`config.mk`:
```
export PLATFORM = sky130hd
export DESIGN_NAME = shift_arbiter
export DESIGN_NICKNAME = d
export VERILOG_FILES = /design/src/rtl/shift_arb_pkg.sv /design/src/rtl/rr_arbiter.sv /design/src/rtl/shift_arbiter.sv
export SDC_FILE = /design/constraint.sdc
export NUM_CORES = 1
export LEC_CHECK = 0
export BUFFER_PORTS_ARGS = -buffer_cell sky130_fd_sc_hd__buf_2
export CAP_MARGIN = 25
export CORE_UTILIZATION = 47
export DETAILED_ROUTE_END_ITERATION = 12
export GPL_TIMING_DRIVEN = 0
export PLACE_DENSITY = 0.81
export SYNTH_ARGS = -nofsm -noshare
export SYNTH_HDL_FRONTEND = slang
export SYNTH_SLANG_ARGS = --single-unit
```
`constraint.sdc`:
```
create_clock -name clk -period 4.3 [get_ports clk]
set_clock_uncertainty 0.2 [all_clocks]
set_input_delay 0 -clock clk [delete_from_list [all_inputs] [get_ports clk]]
set_output_delay 0 -clock clk [all_outputs]
set_load 0.05 [all_outputs]
```
`src/rtl/shift_arb_pkg.sv`:
```
// Shared types and widths for the shift arbiter.
// Holds the FSM state enum and datapath widths.
package shift_arb_pkg;

  localparam int SH_IN_W  = 24;
  localparam int SH_OUT_W = 48;
  localparam int SHIFT_W  = 8;

  typedef enum logic [1:0] {
    IDLE,
    ISSUE,
    WAIT,
    RESP
  } state_t;

endpackage

```
`src/rtl/rr_arbiter.sv`:
```
// Round-robin grant selection, purely combinational.
// Ports: req (request bits), last_grant (previous winner),
//        grant (one-hot), grant_idx (winner index).
module rr_arbiter #(
  parameter  int N_REQ = 4,
  localparam int IW    = $clog2(N_REQ)
) (
  input  logic [N_REQ-1:0] req,
  input  logic [IW-1:0]    last_grant,
  output logic [N_REQ-1:0] grant,
  output logic [IW-1:0]    grant_idx
);

  logic [IW-1:0] j;

  // Walk from the lowest-priority slot up to the highest;
  // the last hit written is the winner.
  always_comb begin
    grant     = '0;
    grant_idx = '0;
    j         = '0;
    for (int k = N_REQ; k >= 1; k--) begin
      j = IW'((int'(last_grant) + k) % N_REQ);
      if (req[j]) begin
        grant     = '0;
        grant[j]  = 1'b1;
        grant_idx = j;
      end
    end
  end

endmodule

```
`src/rtl/shift_arbiter.sv`:
```
// Shares one 24-to-48-bit right shifter among N_REQ requesters.
// Ports: req_* (requester side), sh_* (shifter side),
//        rsp_* (response side), clk/rst (async high reset).
// Option: SHIFT_ARB_TIMEOUT_EN adds a WAIT watchdog that
//         answers with rsp_err=1 after TIMEOUT cycles.
module shift_arbiter
  import shift_arb_pkg::*;
#(
  parameter  int N_REQ   = 4,
  parameter  int TIMEOUT = 16,
  localparam int IW      = $clog2(N_REQ)
) (
  input  logic                       clk,
  input  logic                       rst,
  input  logic [N_REQ-1:0]           req_valid,
  output logic [N_REQ-1:0]           req_ready,
  input  logic [SHIFT_W*N_REQ-1:0]   req_shift,
  input  logic [SH_IN_W*N_REQ-1:0]   req_data,
  output logic                       sh_valid_in,
  output logic [SHIFT_W-1:0]         sh_shift,
  output logic [SH_IN_W-1:0]         sh_in_data,
  input  logic                       sh_valid_out,
  input  logic [SH_OUT_W-1:0]        sh_out_data,
  output logic                       rsp_valid,
  input  logic                       rsp_ready,
  output logic [IW-1:0]              rsp_id,
  output logic [SH_OUT_W-1:0]        rsp_data,
  output logic                       rsp_err
);

  state_t               state;
  logic [IW-1:0]        last_grant;
  logic [IW-1:0]        op_id;
  logic [SHIFT_W-1:0]   op_shift;
  logic [SH_IN_W-1:0]   op_data;
  logic [N_REQ-1:0]     grant;
  logic [IW-1:0]        gidx;
  logic                 hs;

  rr_arbiter #(.N_REQ(N_REQ)) u_rr (
    .req        (req_valid),
    .last_grant (last_grant),
    .grant      (grant),
    .grant_idx  (gidx)
  );

  // The arbiter only grants valid bits, so any valid in
  // IDLE is a completed handshake.
  assign hs         = (state == IDLE) && (|req_valid);
  assign req_ready  = (state == IDLE) ? grant : '0;
  assign sh_shift   = op_shift;
  assign sh_in_data = op_data;
  assign rsp_id     = op_id;

`ifdef SHIFT_ARB_TIMEOUT_EN
  localparam int CW = $clog2(TIMEOUT + 1);
  logic [CW-1:0] cnt;
`else
  logic unused_timeout;
  assign unused_timeout = (TIMEOUT > 0);
  assign rsp_err        = 1'b0;
`endif

  always_ff @(posedge clk or posedge rst) begin
    if (rst) begin
      state       <= IDLE;
      last_grant  <= IW'(N_REQ - 1);
      op_id       <= '0;
      op_shift    <= '0;
      op_data     <= '0;
      sh_valid_in <= 1'b0;
      rsp_valid   <= 1'b0;
      rsp_data    <= '0;
`ifdef SHIFT_ARB_TIMEOUT_EN
      rsp_err     <= 1'b0;
      cnt         <= '0;
`endif
    end else begin
      unique case (state)
        IDLE: begin
          if (hs) begin
            state       <= ISSUE;
            last_grant  <= gidx;
            op_id       <= gidx;
            op_shift    <= req_shift[int'(gidx)*SHIFT_W +: SHIFT_W];
            op_data     <= req_data[int'(gidx)*SH_IN_W +: SH_IN_W];
            sh_valid_in <= 1'b1;
          end
        end
        ISSUE: begin
          state       <= WAIT;
          sh_valid_in <= 1'b0;
`ifdef SHIFT_ARB_TIMEOUT_EN
          cnt         <= '0;
`endif
        end
        WAIT: begin
          if (sh_valid_out) begin
            state     <= RESP;
            rsp_valid <= 1'b1;
            rsp_data  <= sh_out_data;
`ifdef SHIFT_ARB_TIMEOUT_EN
            rsp_err   <= 1'b0;
          end else if (cnt == CW'(TIMEOUT - 1)) begin
            state     <= RESP;
            rsp_valid <= 1'b1;
            rsp_data  <= '0;
            rsp_err   <= 1'b1;
          end else begin
            cnt       <= cnt + 1'b1;
`endif
          end
        end
        RESP: begin
          if (rsp_ready) begin
            state     <= IDLE;
            rsp_valid <= 1'b0;
`ifdef SHIFT_ARB_TIMEOUT_EN
            rsp_err   <= 1'b0;
`endif
          end
        end
        default: state <= IDLE;
      endcase
    end
  end

endmodule

```
==> results of run 1 <==
==> through the flow <==
step	std cells	util, %	cell area, µm²	hold WS (ns)	setup WS (ns)
2_1_floorplan	569	-	5751	-0.04942	0.6582
3_3_place_gp	987	60.95	7291	0.03070	0.6857
3_5_place_dp	988	61.20	7321	-0.09040	0.8602
==> Yosys cell counts, drive strengths merged (5+ instances only) <==
cell type	n	share of area, %
a21o	34	4.4
buf	30	4.2
clkbuf	22	1.5
dfrtp	86	37
ha	12	2.6
inv	8	0.52
mux2	49	9.6
mux2i	6	1.2
nand2	46	3.0
nand2b	6	0.78
nand3	33	2.9
nor2	5	0.33
o2111ai	32	4.9
o21ai	9	0.91
o221ai	32	4.9
o22a	32	4.9
o22ai	32	3.5
or2	66	7.2
==> logic make-up after synthesis <==
| kind of cell | synth area share [%] |
|---|---|
| AO/OA/AOI/OAI | 26.74 |
| flip-flops | 38.34 |
| AND/OR/NAND/NOR | 14.40 |
| buffers and inverters | 6.136 |
| XOR/XNOR | 0.1523 |
| multiplexers | 11.55 |
| other | 0.06521 |
| adder cells (fa/ha/maj) | 2.611 |
==> results.json, run 1 <==
{
  "io_pins": 273,
  "row_count": 40,
  "synth_flop_cell": "dfrtp_1",
  "fp.dieH_um": 112.6,
  "ys_ff_latch": 88,
  "cts_resized": 0,
  "netlist_instances": 569,
  "cts_setup_buffers": 0,
  "cts_hold_buf": 202,
  "cts.root.buffer_cell": "clkbuf_16",
  "clockBufferDepth": 2,
  "syn-num-nets": 765,
  "hpwlAfterDp_mm": 13.60,
  "flow.stopped_at": "4_1_cts",
  "synth_edf_count": 0,
  "syn_area_um2": 5751,
  "yosysSeqAreaShare_pct": 38.34,
  "numCtsBuffers": 9,
  "gp_congestion": 0.8459,
  "error_line": "[ERROR RSZ-0060] Max buffer count reached.",
  "syn_avg_cell_area_um2": 10.11,
  "clock_sinks": 88,
  "async_reset_ff_share_pct": 100.0,
  "io_buffers": 271,
  "htree_levels": 3,
  "synth.distinct_cells": 44,
  "ys.warnings.count": 0,
  "die_width_um": 112.6,
  "outcome": "did not finish",
  "initial_utilization_pct": 48.08
}
==> run 2: changes to the inputs <==
Settings changed: CORE_UTILIZATION 47 to 35, PLACE_DENSITY 0.81 to default, PLACE_DENSITY_LB_ADDON from default to 0.15.
==> run 2 against run 1 <==
Net effect:
- the run now ends clean
- synthesized cell count is the same
- synthesized area is the same
==> results.json, run 2 <==
{
  "outcome": "finished, final reports clean",
  "core_um2": 15940,
  "drive_gt1_share_pct": 39.63,
  "final_cell_mix": "buf_2, dlygate4sd3_1, dfrtp_1, mux2_2, nand2_1",
  "worst_pin_slew_ns": 0.6903,
  "layout_commonest_cell": "buf_2",
  "cts.root.buffer_cell": "clkbuf_16",
  "hold_class": "input pin to flip-flop",
  "synthToLayoutAreaGrowth_pct": 71.28,
  "power.switching_uw": 4426,
  "synth_common_cells": "dfrtp_1, mux2_2, nand2_1",
  "p_seq_share_pct": 18.0,
  "crit_arrival_ns": 4.24,
  "io_pins": 273,
  "p_int_uw": 4026,
  "yosysTopAreaCellShare_pct": 37.42,
  "htree_levels": 3,
  "crit_required_ns": 4.33,
  "yosysSeqAreaShare_pct": 38.34,
  "synth.distinct_cells": 44,
  "grt_pass1_vias": 7168,
  "synth_most_common_cell": "dfrtp_1",
  "netlist_instances": 569,
  "vdd_drop_max_mv": 0.5310,
  "numCtsBuffers": 9,
  "swShare_pct": 52.37,
  "drv_cap": 0,
  "antenna_found_initial": 0,
  "ys_ff_latch": 88,
  "avgRoutedWirePerCell_um": 17.68,
  "rrSetupSlack_ns": 0.1,
  "critPathLaunchType": "flip-flop",
  "syn-num-nets": 765,
  "vias_per_cell": 5.308,
  "clockBufferDepth": 2,
  "yosysTopAreaCell": "dfrtp_1",
  "final-hold-violation-count": 0,
  "finalSetupTns_ns": 0,
  "multiInputGateArea_um2": 3193,
  "power_density_nw_per_um2": 858.2,
  "row_count": 46,
  "grt_max_degree": 53,
  "setup_viol": 0,
  "path_clk_slew_ns": 0.07,
  "postPlaceCellArea_um2": 7407,
  "initial_utilization_pct": 36.07,
  "fp.dieH_um": 130.2,
  "timing.fmax_ghz": 0.2380,
  "overflow": 0,
  "whs_ns": 0.02154,
  "p_leak_uw": 0.004449,
  "syn_area_um2": 5751,
  "top_register": "rsp_data",
  "io_buffers": 271,
  "die_width_um": 130.2,
  "via_count": 6826,
  "clockPowerShare_pct": 9.9,
  "power_frac_comb_pct": 72.2,
  "drt_iter0_drc": 336,
  "final.min_clock_period_ns": 4.201,
  "hpwlAfterDp_mm": 14.70,
  "grt_util_all_layers_pct": 26.46,
  "final_antenna_net_count": 0,
  "drc": 0,
  "clock_sinks": 88,
  "routed_wl_mm": 22.74,
  "path_class": "flip-flop to flip-flop",
  "die-area_um2": 16950,
  "ys_top_cells_by_area": "dfrtp_1, mux2_2, o2111ai_1",
  "nNetsFinal": 1261,
  "maxSlewViolCount": 0,
  "synth_flop_cell": "dfrtp_1",
  "postLayoutCellArea_um2": 9849,
  "clk_latency_ns": 0.35,
  "firstDrtPassIters": 4,
  "pre_cts_slack_ns": 0.7938,
  "largest_reg_flops": 48,
  "async_reset_ff_share_pct": 100.0,
  "min_period_over_period_pct": 97.71,
  "setup_ws_ns": 0.09865,
  "grt_pass1_wl_mm": 34.80,
  "diodes": 0,
  "cts_tree": "built",
  "syn_avg_cell_area_um2": 10.11,
  "gp_congestion": 0.8943,
  "critPathCaptureType": "flip-flop",
  "synth_edf_count": 0,
  "cp_max_fo": 10,
  "fill_cells": 1335,
  "relSlewSlack_pct": 53.90,
  "ys.warnings.count": 0,
  "regArea_um2": 2205
}
==> run 2: through the flow <==
step / power, µW / cells / util, %
finish: 8453 / 1286 / 61.78
global route: 8976 / 1286 / 61.78
CTS: 8395 / 1284 / 61.66
detailed placement: 6966 / 1057 / 46.46
global placement: 6825 / 1056 / 46.27
floorplan: 5557 / 569 / -
==> run 2: final cells by class <==
cell class              instances  share of cell area (%)
multi-input cells             421                   32.42
well taps                     216                   2.744
clock inverters                 7                  0.8765
plain buffers                  52                   3.316
inverters                       8                  0.3303
repair buffers                485                   35.65
clock buffers                   9                   2.287
flip-flops and latches         88                   22.38
==> run 2: kinds of logic after synthesis <==
family                     share of synthesized area (%)
other                                            0.06521
xor gates and xnor gates                          0.1523
buffers and inverters                              6.136
DFF                                                38.34
adders and majority gates                          2.611
and+or+nand+nor                                    14.40
AOI/OAI and AO/OA                                  26.74
muxes                                              11.55
==> run 2: path summary, 6_finish.rpt <==
check	startpoint	cells after the start	endpoint
max in group asynchronous	rst	4	last_grant[1]
worst max-delay path	last_grant[0]	13	sh_shift[5]
min in group asynchronous	rst	3	rsp_data[43]
worst max register to register	last_grant[0]	13	sh_shift[5]
worst min register to register	rsp_id[0]	2	rsp_id[0]
worst min-delay path	req_valid[3]	6	sh_valid_in
==> run 2: metal layers <==
layer	GRT usage, %	share of wire [%]	vias up
li1	-	-	3151
met1	29.77	40	3332
met2	49.37	51	305
met3	5.699	7.0	38
met4	8.345	1.7	0
met5	0	0	-
==> run 2: what timing repair did <==
item	4_1_cts	5_1_grt
gates resized for setup	0	1
hold endpoints to repair	170	0
setup endpoints to repair	0	2
hold buffers	211	0
setup buffers	0	2
==> run 2: worst max-delay path, cell delays in order, from the launching register on <==
cell,delay [ns]
dfstp_2,0.63
buf_6,0.20
inv_1,0.12
ha_1,0.36
mux4_2,0.39
nor2b_4,0.17
or2_1,0.19
buf_2,0.21
buf_6,0.18
o22ai_1,0.12
dlygate4sd3_1,0.56
a21o_1,0.12
dlygate4sd3_1,0.55
nand3_1,0.07
==> run 2: power by group through the flow <==
stage          combinational [µW]  sequential [µW]  clock [µW]
6_report                     6100             1520         834
5_1_grt                      6510             1570         895
4_1_cts                      6020             1510         864
3_5_place_dp                 5450             1520           0
3_3_place_gp                 5320             1500           0
2_1_floorplan                2650             2910           0
Note: power is estimated with default switching activity, not from simulation.
